## src/rtl/fetch_stage.sv

```systemverilog
`default_nettype none
// ==========================================================================
// fetch_stage - PC owner, imem request/response, slot-reserving fetch queue
// Revision: 1.0
// ==========================================================================
module fetch_stage #(
    parameter int               WIDTH    = 32,
    parameter int               DEPTH    = 2,
    parameter logic [WIDTH-1:0] RESET_PC = '0
) (
    input  logic             clk,
    input  logic             rst,
    output logic             imem_req_valid,
    input  logic             imem_req_ready,
    output logic [WIDTH-1:0] imem_req_addr,
    input  logic             imem_rsp_valid,
    input  logic [WIDTH-1:0] imem_rsp_data,
    input  logic             redirect_valid,
    input  logic [WIDTH-1:0] redirect_pc,
    output logic             id_valid,
    input  logic             id_ready,
    output logic [WIDTH-1:0] id_pc,
    output logic [WIDTH-1:0] id_instr
);

    localparam int PW = (DEPTH > 1) ? $clog2(DEPTH) : 1;
    localparam int CW = $clog2(DEPTH + 1);

    localparam logic [PW-1:0]    c_last_ptr = PW'(DEPTH - 1);
    localparam logic [PW-1:0]    c_ptr_one  = PW'(1);
    localparam logic [CW-1:0]    c_cnt_one  = CW'(1);
    localparam logic [CW:0]      c_depth    = (CW + 1)'(DEPTH);
    localparam logic [WIDTH-1:0] c_step     = WIDTH'(4);

    logic [WIDTH-1:0] r_fetch_pc;
    logic [WIDTH-1:0] r_q_pc     [DEPTH];
    logic [WIDTH-1:0] r_q_instr  [DEPTH];
    logic             r_q_filled [DEPTH];
    logic [PW-1:0]    r_head;
    logic [PW-1:0]    r_tail;
    logic [PW-1:0]    r_fill;
    logic [CW-1:0]    r_count;
    logic [CW-1:0]    r_unfilled;
    logic [CW-1:0]    r_drop;

    logic             w_accept;
    logic             w_pop;
    logic             w_rsp_fill;
    logic             w_rsp_drop;
    logic [CW:0]      w_used;
    logic [CW-1:0]    w_outstanding;
    logic [CW-1:0]    w_redirect_drop;
    logic             w_unused_bits;

    function automatic logic [PW-1:0] f_next(input logic [PW-1:0] p);
        return (p == c_last_ptr) ? '0 : p + c_ptr_one;
    endfunction

    // Drained-but-not-yet-returned responses still occupy memory capacity,
    // so they count against the slot budget alongside reserved slots.
    assign w_used          = {1'b0, r_count} + {1'b0, r_drop};
    assign imem_req_valid  = !rst && (w_used < c_depth) && !redirect_valid;
    assign imem_req_addr   = r_fetch_pc;

    assign w_accept        = imem_req_valid && imem_req_ready;
    assign w_rsp_drop      = imem_rsp_valid && (r_drop != '0);
    assign w_rsp_fill      = imem_rsp_valid && (r_drop == '0) && (r_unfilled != '0);

    assign id_valid        = r_q_filled[r_head];
    assign id_pc           = r_q_pc[r_head];
    assign id_instr        = r_q_instr[r_head];
    assign w_pop           = id_valid && id_ready;

    assign w_outstanding   = r_drop + r_unfilled;
    assign w_redirect_drop = w_outstanding -
                             ((imem_rsp_valid && (w_outstanding != '0)) ? c_cnt_one : '0);
    assign w_unused_bits   = ^redirect_pc[1:0];

    always_ff @(posedge clk or posedge rst) begin
        if (rst) begin
            r_fetch_pc <= RESET_PC;
            r_head     <= '0;
            r_tail     <= '0;
            r_fill     <= '0;
            r_count    <= '0;
            r_unfilled <= '0;
            r_drop     <= '0;
            for (int i = 0; i < DEPTH; i++) begin
                r_q_pc[i]     <= '0;
                r_q_instr[i]  <= '0;
                r_q_filled[i] <= 1'b0;
            end
        end else if (redirect_valid) begin
            r_fetch_pc <= {redirect_pc[WIDTH-1:2], 2'b00};
            r_head     <= '0;
            r_tail     <= '0;
            r_fill     <= '0;
            r_count    <= '0;
            r_unfilled <= '0;
            r_drop     <= w_redirect_drop;
            for (int i = 0; i < DEPTH; i++) begin
                r_q_filled[i] <= 1'b0;
            end
        end else begin
            // Tail, fill and head slots are always distinct, so these
            // per-slot writes never collide.
            if (w_accept) begin
                r_q_pc[r_tail]     <= r_fetch_pc;
                r_q_filled[r_tail] <= 1'b0;
                r_tail             <= f_next(r_tail);
                r_fetch_pc         <= r_fetch_pc + c_step;
            end
            if (w_rsp_fill) begin
                r_q_instr[r_fill]  <= imem_rsp_data;
                r_q_filled[r_fill] <= 1'b1;
                r_fill             <= f_next(r_fill);
            end
            if (w_pop) begin
                r_q_filled[r_head] <= 1'b0;
                r_head             <= f_next(r_head);
            end
            if (w_rsp_drop) begin
                r_drop <= r_drop - c_cnt_one;
            end
            r_count    <= r_count + (w_accept ? c_cnt_one : '0) - (w_pop ? c_cnt_one : '0);
            r_unfilled <= r_unfilled + (w_accept ? c_cnt_one : '0) - (w_rsp_fill ? c_cnt_one : '0);
        end
    end

`ifndef SYNTHESIS
    always_ff @(posedge clk) begin
        if (!rst) begin
            a_rsp_expected: assert (!(imem_rsp_valid && (r_drop == '0) && (r_unfilled == '0)));
        end
    end
`endif

endmodule
`default_nettype wire

```

## config.mk

```make
export PLATFORM = sky130hd
export DESIGN_NAME = fetch_stage
export DESIGN_NICKNAME = d
export VERILOG_FILES = /design/src/rtl/fetch_stage.sv
export SDC_FILE = /design/constraint.sdc
export NUM_CORES = 1
export LEC_CHECK = 0
export CORE_MARGIN = 3
export CORE_UTILIZATION = 23
export DETAILED_ROUTE_END_ITERATION = 10
export SLEW_MARGIN = 20
export SYNTH_ARGS = -nofsm -noshare
export SYNTH_HDL_FRONTEND = slang
export SYNTH_SLANG_ARGS = --single-unit
```

## constraint.sdc

```tcl
create_clock -name clk -period 6.4 [get_ports clk]
set_clock_uncertainty 0.1 [all_clocks]
set_input_delay 1.28 -clock clk [delete_from_list [all_inputs] [get_ports clk]]
set_output_delay 1.28 -clock clk [all_outputs]
set_load 0.1 [all_outputs]
```

# Word-level counts from Yosys, hierarchy flattened
# Index checks and enable logic that the tools add are counted.
[classes] addsub=12 reduce_logical=23 muxes=46 bitwise_logic=9 order_cmp=7
[ops] operator="$mux W32" n=10
[ops] operator="$bwmux W64" n=2
[ops] operator="$demux W32 S1" n=2
[ops] operator="$add A32 B3 Y32 const B" n=1
[ops] operator="$mux W2" n=10
[ops] operator="$mux W1" n=19
[ops] operator="$reduce_bool A2 Y1" n=7
[ops] operator="$logic_and A1 B1 Y1" n=11
[ops] operator="$ge A2 B2 Y1 const B" n=3
[ops] operator="$lt A2 B1 Y1 const B" n=3
[ops] operator="$not A1 Y2" n=3
[ops] operator="$sub A2 B1 Y2" n=3
[ops] operator="$add A2 B2 Y2" n=2
[ops] operator="$and A2 B2 Y2" n=2
[ops] operator="$not A2 Y2" n=2
[ops] operator="$reduce_and A2 Y1" n=2
[ops] operator="$add A1 B1 Y1 const B" n=3
[ops] operator="$add A2 B2 Y3" n=1
[ops] operator="$demux W1 S1" n=3
[ops] operator="$lt A3 B2 Y1 const B" n=1
[ops] operator="$add A2 B1 Y2" n=1
[ops] operator="$logic_not A1 Y1" n=2
[ops] operator="$logic_not A2 Y1" n=1
[ops] operator="$or A2 B2 Y2" n=1
[ops] operator="other kinds (2)" n=2
[totals] register_bits=171 inputBits=70 wordCells=110 out_inout_bits=98

# Logic depth before layout (Yosys ltp)
# Gate-level depths: netlist of run 1.
[logic_depth] depth_word=15 ltp_mapped=11 ltp_nobuf=10

# Least setup slack after synthesis of run 1
# Ideal clock, no wire load.
[synth_timing] path_type="input to register" start="input port rst" end="register r_count[0]" arrival_time_ns=4.444 path_slack_ns=1.723 setup_ns=0.132 n_path_buf=1 stages=8 cell_sequence="nor4_2 > and2_1 > clkinv_1 > clkbuf_1 > ha_1 > inv_1 > ha_1 > nor2b_1"
[synth_between] elab_chain_cells=8
[synth_rtl] item="start: declaration" line="12" rtl="input logic rst,"
[synth_rtl] item="$logic_not A1 Y1 (no line)"
[synth_rtl] item="$logic_and A1 B1 Y1 (2 in a row)" line="62" rtl="assign imem_req_valid = !rst && (w_used < c_depth) && !redirect_valid;"
[synth_rtl] item="$logic_and A1 B1 Y1" line="65" rtl="assign w_accept = imem_req_valid && imem_req_ready;"
[synth_rtl] item="$mux W1" line="125" rtl="r_count <= r_count + (w_accept ? c_cnt_one : '0) - (w_pop ? c_cnt_one : '0);"
[synth_rtl] item="$add A2 B2 Y2" line="125"
[synth_rtl] item="$sub A2 B1 Y2" line="125"
[synth_rtl] item="$mux W2" line="93" rtl="end else if (redirect_valid) begin"
[synth_rtl] item="end signal: assignment" line="125"
[synth_rtl] item="end: declaration" line="42" rtl="logic [CW-1:0] r_count;"
# Every way passes these cells.
# A chain may end at the register's enable or synchronous reset.

# Worst setup path after layout of run 1
[layout_timing] start="input port rst" end="output port imem_req_valid"
[layout_between] elab_chain_cells=3
[layout_rtl] item="$logic_not A1 Y1 (no line)"
[layout_rtl] item="$logic_and A1 B1 Y1 (2 in a row)" line="62"
[layout_rtl] item="end: declaration" line="13" rtl="output logic imem_req_valid,"
# Every way passes these cells.

==> results of run 1 <==
how the worst max path moves through the flow:
stage               from                            end  slack [ns]  depth (start not counted)
finish               rst                 imem_req_valid        1.78                          3
CTS                  rst                 imem_req_valid        1.77                          3
detailed placement   rst  imem_req_addr[28]$_DFFE_PP0N_        1.67                          8
global placement     rst  imem_req_addr[28]$_DFFE_PP0N_        1.68                          8
global route         rst                 imem_req_valid        1.73                          3
floorplan            rst  imem_req_addr[10]$_DFFE_PP0N_        0.56                          1
power breakdown:
part | total (mW) | internal [mW] | switching [mW]
sequential | 1.47 | 1.30 | 0.171
combinational | 2.41 | 0.666 | 1.75
clock | 0.988 | 0.525 | 0.463
total | 4.87 | 2.49 | 2.38
cell type report:
type / instances / area [µm²]
clock buffers: 21 / 460.4
well taps: 442 / 553.0
flip-flops and latches: 165 / 4133
multi-input cells: 425 / 3453
inverters: 19 / 76.32
fillers: 3352 / 22610
repair buffers: 167 / 1652
clock inverters: 11 / 92.59
cell families (layout without fill, tap and decap cells):
group	Yosys count	after routing	synth area share, %
muxes	167	167	24.04
and+or+nand+nor	141	141	9.105
adders and majority gates	9	9	1.536
DFF	165	165	52.81
other	1	4	0.04796
xor gates and xnor gates	9	9	1.008
buffers and inverters	61	218	3.313
AOI/OAI and AO/OA	95	95	8.145
critical path: cells and delay by family:
kind                   cells  cell delay [ns]
and+or+nand+nor            1             0.27
buffers and inverters      2             1.68
per-layer routing:
layer	vias to the layer above	part of all wire [%]	wire, µm
li1	2636	-	-
met1	2843	47	10130
met3	17	6.0	1304
met4	0	1.4	313
met5	-	0	0
met2	154	46	9939
sequential cells by signal (all words and copies together), names as in the netlist:
signal and cells:
imem_req_addr 30, r_count 2, r_drop 2, r_fill 1, r_head 1, r_q_filled 2, r_q_instr 64, r_q_pc 60
r_tail 1, r_unfilled 2
per-stage QoR:
step | util, % | hold WS [ns]
5_1_grt | 31.55 | 0.3981
3_3_place_gp | 29.86 | 0.3562
6_report | 31.55 | 0.3781
2_1_floorplan | - | 0.3444
4_1_cts | 31.54 | 0.3826
3_5_place_dp | 29.86 | 0.3667
cells in the final DEF, fill, tap and decap left out, drive strengths merged, types with 2 or more instances in the layout:
| cell type | count |
|---|---|
| a211oi | 2 |
| a21oi | 8 |
| a221o | 8 |
| a22oi | 4 |
| a31oi | 4 |
| a32oi | 2 |
| and2 | 7 |
| and3 | 2 |
| buf | 7 |
| clkbuf | 21 |
| clkdlybuf4s50 | 160 |
| clkinv | 3 |
| clkinvlp | 5 |
| conb | 4 |
| dfrtp | 165 |
| ha | 8 |
| inv | 22 |
| mux2 | 166 |
| nand2 | 58 |
| nand2b | 2 |
| nand3 | 16 |
| nand4 | 8 |
| nor2 | 21 |
| nor2b | 3 |
| nor3 | 7 |
| nor3b | 2 |
| nor4 | 9 |
| o211ai | 8 |
| o21ai | 39 |
| o311ai | 13 |
| or4 | 5 |
| xnor2 | 7 |
| xor2 | 2 |
==> metrics.txt, run 1 <==
worst setup margin 1.785 ns; Top FF cell, synth dfrtp_1; min cycle time layout 4.615 ns; DIE AREA 0.03624 mm²; Yosys reg bits 165; GP Congestion 0.7236; vias in the first global route 5898; status finished, final reports clean; root buf cell clkbuf_16; die width 190.4 µm; nets@finish 874; met2 Use GR 19.19%; hold_sp r_q_pc[54]$_DFFE_PP0P_; r2r setup slk 2.45 ns; global-route usage over all layers 12.22%; diode count 0; Port-buffer cells 161; DPL Wire Length 14.45 mm; final hold violation count 0; global-route wire length before repair 34.25 mm; Worst R2R End imem_req_addr[13]$_DFFE_PP0N_; async set-reset flop share out of synthesis 100.0%; max-cap violation count 0; startpoint type of the worst setup path input pin; EDFF count, synth 0; WP data required 5.02 ns; vias per inst 4.520; antenna-violating nets left 0; type of the most critical hold path reg -> reg; clk sinks 165; Synth Instances 648; per-instance average area after synthesis 12.07 µm²; fin. max-slew vios 0; clk slew on worst S/H paths 0.07 ns; Area contributors post-synth dfrtp_1, mux2_2, nand2_1; Worst path slowest cell clkdlybuf4s50_1; Ys Warns 0; initial antenna violation count 0; Initial DRC Count 281; CTS tree built; Setup TNS 0 ns; Final Cycle Share 72.11%; WL final 21.69 mm; initial core utilization 23.67%; Max IR drop VDD 0.2868 mV; Non-Filler Instances 1250; Synth Cell Area 0.007819 mm²; largest net degree at the start of global routing 71; Area after DPL 0.009864 mm²; grt total ovfl 0; FF-to-FF path depth 9; R2R Path Start r_drop[0]$_DFFE_PP0P_; M1 GR Usage 16.21%; Pleak 4.527 nW; Syn-to-layout area delta 33.27%; Post-CTS Setup Inserts 0; Worst Tran Pin Value 1.121 ns; Top-Level Pins 168; die height 190.4 µm; # rows 66; cell mode on critical path clkdlybuf4s50_1; global route hottest layer met2; clock buffer depth 2; Pre-antenna DRT Iters 4; kind of critical path in -> out; cell taking the most area after synthesis dfrtp_1; total chip power 4.874 mW; Yosys cell types 53; drt wl/cell 17.35 µm; worst slack, placed 1.667 ns; hold buffers post-CTS 0; CTS Buf Count 17; worst hold endpoint r_q_pc[54]$_DFFE_PP0P_; critical path fanouts, max 2; top post-synthesis cells by count dfrtp_1, mux2_2, nand2_1; worst hold stages 2; arrival time of the worst setup path 3.24 ns; Global Route met3 Usage 3.529%; Post-CTS Resized 0; Placed Cells 1218; register area share after synthesis 52.81%; clk_lat worst skew 0.44 ns; H-tree depth 4; post-layout instance area 0.01042 mm²; Final setup viols 0; worst stage delay on the critical path 1.18 ns; vias 5650; layout cells sized above 1 26.86%; Worst setup EP type output pin; Core Box Area 0.03303 mm²; top-area cell type share of the netlist area 52.81%; # DRC 0; normalized max-slew margin 25.00%; pwr/cell area 467.7 mW/mm²; maximum operating frequency 216.7 MHz; worst path cell trace clkdlybuf4s50_1 > nor4_2 > clkdlybuf4s50_1; RSZ-0062 raised after global routing no
Note: power is estimated with default switching activity, not from simulation.
==> run 2: changes to the inputs <==
==> constraint.sdc (replaced) <==
create_clock -name clk -period 3.75 [get_ports clk]
set_clock_uncertainty 0.1 [all_clocks]
set_input_delay 0.75 -clock clk [delete_from_list [all_inputs] [get_ports clk]]
set_output_delay 0.75 -clock clk [all_outputs]
set_load 0.1 [all_outputs]
==> run 2 against run 1 <==
Effect of this change: global-route usage fell by 0.15 points; worst hold slack got worse by 0.0014 ns; count of clock-buffer cells in the layout fell by 3; clock power is 75% higher; routed wire length increased by 0.81%; largest power group unchanged.
==> metrics.txt, run 2 (same netlist as run 1, synthesis figures left out) <==
WP data required 2.90 ns (-2.12 ns); DPL Wire Length 15.46 mm (+7.0%); clock buffer depth 2 (unchanged); Pleak 4.738 nW (+4.7%); RSZ-0062 raised after global routing no; maximum operating frequency 341.3 MHz; Worst setup EP type output pin; type of the most critical hold path reg -> reg; most common cell after layout, fill and taps aside mux2_2; clk_lat worst skew 0.44 ns (about the same); drt wl/cell 17.32 µm (-0.15%); diode count 0 (unchanged); Syn-to-layout area delta 32.12%; nets@finish 886 (+1.4%); arrival time of the worst setup path 2.08 ns (-1.16 ns); Final Cycle Share 78.13%; global-route usage over all layers 12.07% (-0.15 points); initial core utilization 23.67% (unchanged); Max IR drop VDD 0.5578 mV (+95%); Pre-antenna DRT Iters 4 (unchanged); Worst Tran Pin Value 1.012 ns (-0.1094 ns); Initial DRC Count 319 (+14%); min cycle time layout 2.930 ns; pwr/cell area 801.0 mW/mm² (+71%); antenna-violating nets left 0 (unchanged); Largest Register r_q_instr; root buf cell clkbuf_16; CTS tree built; Port-buffer cells 161 (unchanged); # rows 66 (unchanged); die width 190.4 µm (unchanged); global-route wire length before repair 33.78 mm (-1.4%); vias in the first global route 5826 (-1.2%); Setup TNS 0 ns (unchanged); CP bufs+invs 1 (-1); vias per inst 4.530 (+0.22%); Core Box Area 0.03303 mm² (unchanged); CTS Buf Count 17 (unchanged); layout cells sized above 1 38.54% (+12 points); worst slack, placed 0.7159 ns (-0.9506 ns); Final setup viols 0 (unchanged); CP top delay family buffers and inverters; worst stage delay on the critical path 1.19 ns (about the same); status finished, final reports clean; WL final 21.86 mm (+0.81%); final hold slack 0.3767 ns (-0.001397 ns); vias 5717 (+1.2%); grt total ovfl 0 (unchanged); clk sinks 165 (unchanged); Post-CTS Resized 0 (unchanged); initial antenna violation count 2 (+2); final hold violation count 0 (unchanged); normalized max-slew margin 31.90% (+6.9 points); max reg flops 64 (unchanged); Worst path slowest cell clkdlybuf4s50_1; Area after DPL 0.009763 mm² (-1.0%); fin. max-slew vios 0 (unchanged); worst path cell trace clkdlybuf4s50_1; largest net degree at the start of global routing 116 (+63%); die height 190.4 µm (unchanged); critical path fanouts, max 6 (+4); most frequent cells in the layout mux2_2, dfrtp_1, buf_4; DIE AREA 0.03624 mm² (unchanged); startpoint type of the worst setup path flip-flop; GP Congestion 0.7508 (+3.8%); kind of critical path reg -> out; max-cap violation count 0 (unchanged); clk slew on worst S/H paths 0.07 ns (about the same); Post-CTS Setup Inserts 0 (unchanged); Top-Level Pins 168 (unchanged); worst setup margin 0.8203 ns (-0.9646 ns); # DRC 0 (unchanged); post-layout instance area 0.01033 mm² (-0.86%); hold buffers post-CTS 0 (unchanged); H-tree depth 4 (unchanged)
[run 2: per-layer routing]
metal / vias up / part of all wire (%) / track usage, %
met3: 19 / 8.1 / 4.412
met1: 2872 / 43 / 15.20
met2: 163 / 48 / 19.79
met4: 4 / 1.1 / 2.879
met5: - / 0.13 / 0
li1: 2659 / - / -
[run 2: tightest hold or removal path, cell delays in order (launching register included)]
cell	delay, ns
dfrtp_1	0.34
nand2_1	0.04
o21ai_0	0.06
[run 2: layout make-up]
type / instances / area, µm²
inverters: 19 / 75.07
fillers: 3403 / 22700
multi-input cells: 425 / 3458
repair buffers: 179 / 1546
clock inverters: 14 / 137.6
clock buffers: 18 / 429.2
flip-flops and latches: 165 / 4130
well taps: 442 / 553.0
[run 2: report_power, final]
| part | internal [mW] | leakage [nW] | switching, mW |
|---|---|---|---|
| sequential | 2.22 | 2.18 | 0.282 |
| clock | 0.931 | 0.273 | 0.795 |
| combinational | 1.04 | 2.29 | 3.01 |
| total | 4.19 | 4.74 | 4.09 |
[run 2: final timing paths]
| path | startpoint | end | slack, ns | cells after the start |
|---|---|---|---|---|
| max | imem_req_addr[22]$_DFFE_PP0N_ | imem_req_addr[22] | 0.82 | 1 |
| min | r_q_pc[12]$_DFFE_PP0P_ | r_q_pc[12]$_DFFE_PP0P_ | 0.38 | 2 |
| max reg2reg | r_drop[0]$_DFFE_PP0P_ | imem_req_addr[29]$_DFFE_PP0N_ | 0.97 | 8 |
| min reg2reg | r_q_pc[12]$_DFFE_PP0P_ | r_q_pc[12]$_DFFE_PP0P_ | 0.38 | 2 |
| max in group asynchronous | rst | r_q_instr[43]$_DFFE_PP0P_ | 2.21 | 3 |
| min in group asynchronous | rst | imem_req_addr[18]$_DFFE_PP0N_ | 0.84 | 3 |
[run 2: per-stage QoR]
stage / std cells / util, % / power [mW]
6_report: 1262 / 31.27 / 8.274
5_1_grt: 1262 / 31.27 / 8.631
4_1_cts: 1262 / 31.27 / 8.378
3_5_place_dp: 1230 / 29.56 / 6.611
3_3_place_gp: 1230 / 29.56 / 6.571
2_1_floorplan: 651 / - / 5.739
==> run 3: changes to the inputs <==
==> constraint.sdc (replaced) <==
create_clock -name clk -period 2.6 [get_ports clk]
set_clock_uncertainty 0.1 [all_clocks]
set_input_delay 0.52 -clock clk [delete_from_list [all_inputs] [get_ports clk]]
set_output_delay 0.52 -clock clk [all_outputs]
set_load 0.1 [all_outputs]
==> run 3 against run 2 <==
Effect of this change: utilization grew 3.3 points; non-clock buffer count grew 26; largest cell class unchanged; total power grew 63%; sequential power grew 42%.
==> metrics.txt, run 3 (same netlist as run 1, synthesis figures left out) <==
layout cells sized above 1 42.13% (+3.6 points); H-tree depth 4 (unchanged); initial antenna violation count 2 (unchanged); vias 5810 (+1.6%); CTS Buf Count 17 (unchanged); DPL Wire Length 16.08 mm (+4.0%); WP data required 1.98 ns (-0.92 ns); clk sinks 165 (unchanged); GP Congestion 0.7457 (-0.68%); worst setup margin 0.05156 ns (-0.7687 ns); Worst setup EP type output pin; final hold slack 0.3778 ns (+0.001099 ns); Syn-to-layout area delta 46.07%; Non-Filler Instances 1287 (+2.0%); vias in the first global route 5945 (+2.0%); antenna-violating nets left 0 (unchanged); # DRC 0 (unchanged); Worst Tran Pin Value 0.6811 ns (-0.3310 ns); max-cap violation count 0 (unchanged); global-route usage over all layers 12.40% (+0.34 points); CTS tree built; drt wl/cell 17.25 µm (-0.45%); Worst path slowest cell dfrtp_1; Final Cycle Share 98.02%; pwr/cell area 1178 mW/mm² (+47%); largest net degree at the start of global routing 46 (-60%); final hold violation count 0 (unchanged); RSZ-0062 raised after global routing yes; max reg flops 64 (unchanged); type of the most critical hold path reg -> reg; arrival time of the worst setup path 1.93 ns (-0.15 ns); Max IR drop VDD 0.6150 mV (+10%); Pre-antenna DRT Iters 5 (+1); vias per inst 4.514 (-0.35%); Core Box Area 0.03303 mm² (unchanged); worst path cell trace and2_4 > fa_2 > nor4_4 > buf_4 > buf_12; Initial DRC Count 369 (+16%); global-route wire length before repair 34.85 mm (+3.2%); nets@finish 912 (+2.9%); clk_lat worst skew 0.44 ns (about the same); CP bufs+invs 2 (+1); grt total ovfl 0 (unchanged); total chip power 13.46 mW (+63%); initial core utilization 23.67% (unchanged); DIE AREA 0.03624 mm² (unchanged); kind of critical path reg -> out; worst slack, placed -0.1399 ns (-0.8558 ns); status finished, final reports clean; Largest Register r_q_instr; post-route core utilization 34.58% (+3.3 points); clock buffer depth 2 (unchanged); startpoint type of the worst setup path flip-flop; maximum operating frequency 392.4 MHz; Placed Cells 1256 (+2.1%); Setup TNS 0 ns (unchanged); Area after DPL 0.01082 mm² (+11%); CP top delay family simple AND/OR/NAND/NOR gates; die height 190.4 µm (unchanged); min cycle time layout 2.548 ns; most common cell after layout, fill and taps aside mux2_2; most frequent cells in the layout mux2_2, dfrtp_1, buf_12; # rows 66 (unchanged); Port-buffer cells 161 (unchanged); post-layout instance area 0.01142 mm² (+11%); fin. max-slew vios 0 (unchanged); clk slew on worst S/H paths 0.06 ns (about the same); critical path fanouts, max 2 (-4); die width 190.4 µm (unchanged); Top-Level Pins 168 (unchanged); Pleak 5.129 nW (+8.2%); hold buffers post-CTS 0 (unchanged); WL final 22.20 mm (+1.5%); worst stage delay on the critical path 0.39 ns (-0.80 ns); root buf cell clkbuf_16; normalized max-slew margin 54.54% (+23 points); diode count 0 (unchanged); Final setup viols 0 (unchanged)
==> run 3: layer usage <==
| metal | part of all wire, % | wire [µm] | track usage, % |
|---|---|---|---|
| met1 | 44 | 9779 | 16.22 |
| met2 | 47 | 10340 | 19.54 |
| met3 | 7.9 | 1760 | 4.522 |
| met4 | 1.3 | 289 | 3.133 |
| met5 | 0.12 | 27 | 0 |
==> run 3: tightest hold or removal path, stage by stage, from the launching register on <==
cell,delay [ns]
dfrtp_1,0.34
nand2_1,0.05
o21ai_0,0.06
==> run 3: power breakdown <==
part	internal [mW]	total [mW]	switching, mW
Combinational	2.62	7.24	4.63
Sequential	3.20	3.56	0.357
Clock	1.52	2.66	1.14
==> run 3: repair_timing <==
| action | in CTS | in global routing |
|---|---|---|
| pin swaps | 0 | 0 |
| gates resized for setup | 1 | 0 |
| buffers inserted | 0 | 0 |
| endpoints found under the setup margin | 12 | 1 |
==> run 3: worst paths after layout <==
| path | endpoint | cells past startpoint | from | slack [ns] |
|---|---|---|---|---|
| worst min-delay path | r_q_pc[12]$_DFFE_PP0P_ | 2 | r_q_pc[12]$_DFFE_PP0P_ | 0.38 |
| worst min register to register | r_q_pc[12]$_DFFE_PP0P_ | 2 | r_q_pc[12]$_DFFE_PP0P_ | 0.38 |
| min in group asynchronous | r_fill$_DFFE_PP0P_ | 2 | rst | 0.41 |
| worst max-delay path | imem_req_valid | 5 | r_count[0]$_DFF_PP0_ | 0.05 |
| worst max register to register | imem_req_addr[24]$_DFFE_PP0N_ | 8 | r_count[0]$_DFF_PP0_ | 0.15 |
| max in group asynchronous | r_q_pc[4]$_DFFE_PP0P_ | 3 | rst | 1.23 |
==> run 3: final cells by class <==
class | instances | area (µm²)
fillers | 3267 | 21610
flip-flops and latches | 165 | 4130
multi-input cells | 425 | 3480
repair buffers | 205 | 2577
well taps | 442 | 553.0
clock buffers | 17 | 425.4
clock inverters | 14 | 175.2
inverters | 19 | 80.08
